$ cat src/rtl/uart_rx_fsm.sv
// uart_rx_fsm: receive-side frame sequencer for the UART RX path.
// Owns the oversampling edge counter and the bit counter, steps each frame
// through start, data, optional parity and stop, strobes the sampler,
// deserializer and checker enables, and reports data_valid plus the
// registered error flags one cycle after the stop bit has been checked.
module uart_rx_fsm #(
  parameter int DATA_WIDTH     = 8,
  parameter int PRESCALE_WIDTH = 6,
  parameter int BIT_CNT_WIDTH  = 4
) (
  input  logic                      CLK,
  input  logic                      RST,
  input  logic                      RX_IN,
  input  logic                      PAR_EN,
  input  logic [PRESCALE_WIDTH-1:0] Prescale,
  input  logic                      strt_glitch,
  input  logic                      par_err,
  input  logic                      stp_err,
  output logic [PRESCALE_WIDTH-1:0] edge_cnt,
  output logic [BIT_CNT_WIDTH-1:0]  bit_cnt,
  output logic                      dat_samp_en,
  output logic                      deser_en,
  output logic                      strt_chk_en,
  output logic                      par_chk_en,
  output logic                      stp_chk_en,
  output logic                      data_valid,
  output logic                      Parity_Error,
  output logic                      Stop_Error
);

  typedef enum logic [2:0] {
    IDLE,
    START,
    DATA,
    PARITY,
    STOP
  } state_t;

  localparam logic [PRESCALE_WIDTH-1:0] PS_ONE        = PRESCALE_WIDTH'(1);
  localparam logic [BIT_CNT_WIDTH-1:0]  BIT_ONE       = BIT_CNT_WIDTH'(1);
  localparam logic [BIT_CNT_WIDTH-1:0]  LAST_DATA_BIT = BIT_CNT_WIDTH'(DATA_WIDTH);

  state_t                    state_q, state_d;
  logic [PRESCALE_WIDTH-1:0] edge_cnt_q, edge_cnt_d;
  logic [BIT_CNT_WIDTH-1:0]  bit_cnt_q, bit_cnt_d;
  logic [PRESCALE_WIDTH-1:0] prescale_q, prescale_d;
  logic                      par_en_q, par_en_d;
  logic                      par_flag_q, par_flag_d;
  logic                      stp_flag_q, stp_flag_d;
  logic                      done_q, done_d;
  logic                      data_valid_q, data_valid_d;
  logic                      parity_error_q, parity_error_d;
  logic                      stop_error_q, stop_error_d;

  logic last_edge;
  logic samp_en_c, deser_en_c, strt_chk_en_c, par_chk_en_c, stp_chk_en_c;

  // The final oversample of a bit, measured against the ratio latched at frame start.
  assign last_edge = (state_q != IDLE) && (edge_cnt_q == (prescale_q - PS_ONE));

  // Next-state, counter and enable logic; the frame result is published one cycle after stop.
  always_comb begin
    state_d        = state_q;
    edge_cnt_d     = '0;
    bit_cnt_d      = '0;
    prescale_d     = prescale_q;
    par_en_d       = par_en_q;
    par_flag_d     = par_flag_q;
    stp_flag_d     = stp_flag_q;
    done_d         = 1'b0;
    data_valid_d   = 1'b0;
    parity_error_d = parity_error_q;
    stop_error_d   = stop_error_q;
    samp_en_c      = (state_q != IDLE);
    deser_en_c     = 1'b0;
    strt_chk_en_c  = 1'b0;
    par_chk_en_c   = 1'b0;
    stp_chk_en_c   = 1'b0;

    if (done_q) begin
      data_valid_d   = ~(par_flag_q | stp_flag_q);
      parity_error_d = par_flag_q;
      stop_error_d   = stp_flag_q;
    end

    if (state_q != IDLE) begin
      edge_cnt_d = last_edge ? '0 : (edge_cnt_q + PS_ONE);
      bit_cnt_d  = last_edge ? (bit_cnt_q + BIT_ONE) : bit_cnt_q;
    end

    case (state_q)
      IDLE: begin
        if (!RX_IN) begin
          state_d    = START;
          prescale_d = Prescale;
          par_en_d   = PAR_EN;
          par_flag_d = 1'b0;
        end
      end
      START: begin
        if (last_edge) begin
          strt_chk_en_c = 1'b1;
          if (strt_glitch) begin
            state_d    = IDLE;
            edge_cnt_d = '0;
            bit_cnt_d  = '0;
          end else begin
            state_d = DATA;
          end
        end
      end
      DATA: begin
        if (last_edge) begin
          deser_en_c = 1'b1;
          if (bit_cnt_q == LAST_DATA_BIT) begin
            state_d = par_en_q ? PARITY : STOP;
          end
        end
      end
      PARITY: begin
        if (last_edge) begin
          par_chk_en_c = 1'b1;
          par_flag_d   = par_err;
          state_d      = STOP;
        end
      end
      STOP: begin
        if (last_edge) begin
          stp_chk_en_c = 1'b1;
          stp_flag_d   = stp_err;
          done_d       = 1'b1;
          state_d      = IDLE;
          edge_cnt_d   = '0;
          bit_cnt_d    = '0;
        end
      end
      default: begin
        state_d = IDLE;
      end
    endcase
  end

  // State and datapath registers with synchronous active-low reset that also aborts a frame.
  always_ff @(posedge CLK) begin
    if (!RST) begin
      state_q        <= IDLE;
      edge_cnt_q     <= '0;
      bit_cnt_q      <= '0;
      prescale_q     <= '0;
      par_en_q       <= 1'b0;
      par_flag_q     <= 1'b0;
      stp_flag_q     <= 1'b0;
      done_q         <= 1'b0;
      data_valid_q   <= 1'b0;
      parity_error_q <= 1'b0;
      stop_error_q   <= 1'b0;
    end else begin
      state_q        <= state_d;
      edge_cnt_q     <= edge_cnt_d;
      bit_cnt_q      <= bit_cnt_d;
      prescale_q     <= prescale_d;
      par_en_q       <= par_en_d;
      par_flag_q     <= par_flag_d;
      stp_flag_q     <= stp_flag_d;
      done_q         <= done_d;
      data_valid_q   <= data_valid_d;
      parity_error_q <= parity_error_d;
      stop_error_q   <= stop_error_d;
    end
  end

  // Enables are forced low while reset is held so no strobe escapes before the state register clears.
  always_comb begin
    dat_samp_en = samp_en_c & RST;
    deser_en    = deser_en_c & RST;
    strt_chk_en = strt_chk_en_c & RST;
    par_chk_en  = par_chk_en_c & RST;
    stp_chk_en  = stp_chk_en_c & RST;
  end

  assign edge_cnt     = edge_cnt_q;
  assign bit_cnt      = bit_cnt_q;
  assign data_valid   = data_valid_q;
  assign Parity_Error = parity_error_q;
  assign Stop_Error   = stop_error_q;

endmodule

$ cat config.mk
export PLATFORM = sky130hd
export DESIGN_NAME = uart_rx_fsm
export DESIGN_NICKNAME = d
export VERILOG_FILES = /design/src/rtl/uart_rx_fsm.sv
export SDC_FILE = /design/constraint.sdc
export NUM_CORES = 1
export LEC_CHECK = 0
export ABC_AREA = 1
export CAP_MARGIN = 5
export CORE_ASPECT_RATIO = 0.6
export CORE_MARGIN = 10
export CORE_UTILIZATION = 44
export DETAILED_ROUTE_END_ITERATION = 7
export GPL_TIMING_DRIVEN = 0
export PLACE_DENSITY_LB_ADDON = 0.25
export SLEW_MARGIN = 10
export SYNTH_ARGS = -nofsm -noshare
export SYNTH_HDL_FRONTEND = slang
export SYNTH_SLANG_ARGS = --single-unit
$ cat constraint.sdc
create_clock -name CLK -period 1.7 [get_ports CLK]
set_clock_uncertainty 0.05 [all_clocks]
set_input_delay 0.34 -clock CLK [delete_from_list [all_inputs] [get_ports CLK]]
set_output_delay 0.34 -clock CLK [all_outputs]
set_load 0.01 [all_outputs]
==> summary.md <==
| Metric | Value |
|---|---|
| CTS max path bufs | `2` |
| Int Pwr | `1720 µW` |
| I/O Buffers | `30` |
| Gate power share | `58.3%` |
| Total leakage power | `0.000931 µW` |
| Crit-path max cell delay | `0.36 ns` |
| Post-synthesis net count | `223` |
| TritonCTS Buffers | `3` |
| CORE AREA | `2930 µm²` |
| Outcome | `finished, violations left` |
| Crit path time final | `2.23 ns` |
| Crit path kind | `reg -> out` |
| Syn avg cell area | `6.69 µm²` |
| HP Class | `reg -> reg` |
| Die H | `63.4 µm` |
| Fin cells | `298` |
| Post-synthesis sequential area ratio | `37.7%` |
| Setup violators final | `13` |
| Antenna cells | `0` |
| Post-Synthesis Cells | `206` |
| Die area | `5850 µm²` |
| Final nets | `274` |
| Layout cells sized above 1 | `31.6%` |
| Crit path max fanout | `4` |
| Area growth syn-to-layout | `52.2%` |
| Failing checks | `setup timing` |
| CTS tree | `done` |
| Max VDD drop | `740 µV` |
| I/O pins | `31` |
| Crit path DAT | `1.84 ns` |
| Worst Path Required | `1.31 ns` |
| Yosys reg bits | `26` |
| Gr ovfl total | `0` |
| Psw | `1350 µW` |
| Routed wire length | `4110 µm` |
| Cell Area, Synth | `1380 µm²` |
| WP buf/inv | `3` |
| Unique cell type count in the Yosys netlist | `26` |
| Fin Setup TNS | `-3.49 ns` |
| DR vias | `1454` |
| CTS root buffer | `clkbuf_8` |
| WL/cell | `13.8 µm` |
| RSZ-0062 raised after global routing | `yes` |
| DRC Markers | `0` |
| Sw Ratio | `43.8%` |
| Final Power | `3070 µW` |
| Dpl cell area | `1770 µm²` |
| Placed Cells | `278` |
| Hold Buf Count CTS | `0` |
| Vias in the first global route | `1287` |
| H-tree depth | `1` |
| Vias/cell | `4.88` |
| Hpwl dp | `2710 µm` |
| Routed Antenna Nets | `0` |
| Clock Power Share | `13.1%` |
| YS warnings | `0` |
| Final instance area | `2100 µm²` |
| Crit end category | `output port` |
| First-pass GRT wire length | `6110 µm` |
| Most common cell on crit path | `nand2_1` |
| Slowest CP cell | `dfxtp_1` |
| Clk sink count | `26` |
| Iter 0 DRT Violations | `121` |
| Total track usage | `12.4%` |
| Crit share post-route | `131%` |
| Fillers | `229` |
| Clock Latency Late Sink | `0.27 ns` |
| Max Slew Vio Count | `0` |
| FMAX | `448 MHz` |
| Antenna violations before repair | `0` |
| Max-Cap Viols | `0` |
| Largest net degree at the start of global routing | `15` |
| Die width | `92.3 µm` |
| Max_slew headroom | `76.8%` |
| FP Rows | `15` |
| Flop pwr share | `28.7%` |
| DR pass1 iterations | `4` |
| Worst Setup Start Kind | `flop` |
| Critical Path, Cell by Cell | `inv_2, nand2_1, nor2_1, nand2_1, nand2_1, nand3_4, nor2_4, inv_2, nor4_4, buf_2` |
| CP delay by family, top | `simple AND/OR/NAND/NOR gates` |
| Clock slew at reported path FFs | `0.09 ns` |
| Routability Congestion | `0.859` |
| Slew @ Worst Pin | `0.347 ns` |
| Initial Util | `47.1%` |
| Fin. Hold Viols | `0` |
| PD cells | `1460 nW/µm²` |
| Worst setup margin | `-0.531 ns` |
-- path summary, 6_finish.rpt --
kind	slack, ns	start	endpoint	cells after the start
min	0.42	edge_cnt[0]	edge_cnt[0]	1
min reg2reg	0.42	edge_cnt[0]	edge_cnt[0]	1
max	-0.53	prescale_q[2]	deser_en	10
max reg2reg	-0.22	prescale_q[2]	state_q[2]	14
-- layout make-up --
type                            instances  area [µm²]  area share, %
Multi-Input combinational cell        142         866           41.3
Inverter                               35         138           6.56
Clock buffer                            4        55.1           2.62
Buffer                                  3        27.5           1.31
Sequential cell                        26         536           25.5
Timing Repair Buffer                   46         424           20.2
Tap cell                               42        52.6           2.50
-- cells in the mapped netlist, drive strengths merged --
cell,count,share of area [%]
o21ai,13,5.0
a22oi,1,0.91
inv,35,9.5
xnor2,3,1.9
a21oi,10,3.6
nor3b,1,0.54
nand2,50,14
dfxtp,26,38
nand4,1,0.45
xor2,4,2.5
nand3,13,4.7
o21bai,1,0.54
nor2,35,10
buf,3,2.0
ha,4,3.6
nor4,2,0.91
nor3,2,0.73
o211ai,1,0.54
or2,1,0.45
-- cells in the final DEF, fill, tap and decap left out, types with 3 or more instances in the layout --
cell type         n
buf_6             6
buf_2             5
buf_4            12
nor2_4            4
nand2_4           4
nor2_1           26
inv_2             8
ha_1              3
nand2_1          37
clkbuf_8          4
inv_1            25
nand3_1           9
o21ai_2           4
nor2_2            5
dfxtp_1          18
clkdlybuf4s50_1  24
o21ai_0           7
a21oi_1          10
nand2_2           9
dfxtp_2           6
xor2_1            4
-- registers in the layout, summed over array words and instances (netlist names) --
signal        flops
data_valid        1
edge_cnt          6
bit_cnt           4
Stop_Error        1
par_en_q          1
par_flag_q        1
Parity_Error      1
stp_flag_q        1
prescale_q        6
state_q           3
done_q            1
-- repair_timing --
item                                    CTS  global route
resized for setup                        45            29
endpoints found under the hold margin     0             0
endpoints found under the setup margin   20            26
gates cloned                              0             0
pin swaps                                 7             7
buffers inserted                          8             9
-- cell families (layout without fill, tap and decap cells) --
logic type	Yosys count	count (layout)	synth area share, %
buffers and inverters	38	88	11.5
DFF	26	26	37.7
AOI/OAI and AO/OA	26	26	10.6
adders and majority gates	4	4	3.63
xor gates and xnor gates	7	7	4.45
and+or+nand+nor	105	105	32.0
-- power by group through the flow --
stage / clock network, µW / logic [µW] / registers [µW]
after floorplan: 0 / 881 / 854
after global placement: 0 / 1150 / 866
after detailed placement: 0 / 1170 / 868
after CTS: 411 / 1330 / 866
after global routing: 427 / 1940 / 898
final: 401 / 1790 / 880
-- routing by layer --
layer / up-vias / share of wire (%) / GRT usage [%]
met4: 0 / 1.4 / 3.64
li1: 741 / - / -
met1: 662 / 48 / 17.1
met3: 6 / 6.2 / 4.14
met5: - / 0 / 0
met2: 45 / 44 / 17.7
-- per-stage QoR --
| step | hold WS [ns] | util [%] | setup WS, ns |
|---|---|---|---|
| floorplan | 0.367 | - | -0.113 |
| global placement | 0.389 | 60.5 | -0.780 |
| detailed placement | 0.390 | 60.5 | -0.806 |
| CTS | 0.410 | 67.1 | -0.464 |
| global route | 0.433 | 71.7 | -0.619 |
| finish | 0.418 | 71.7 | -0.531 |
(Power assumes the default switching activity.)
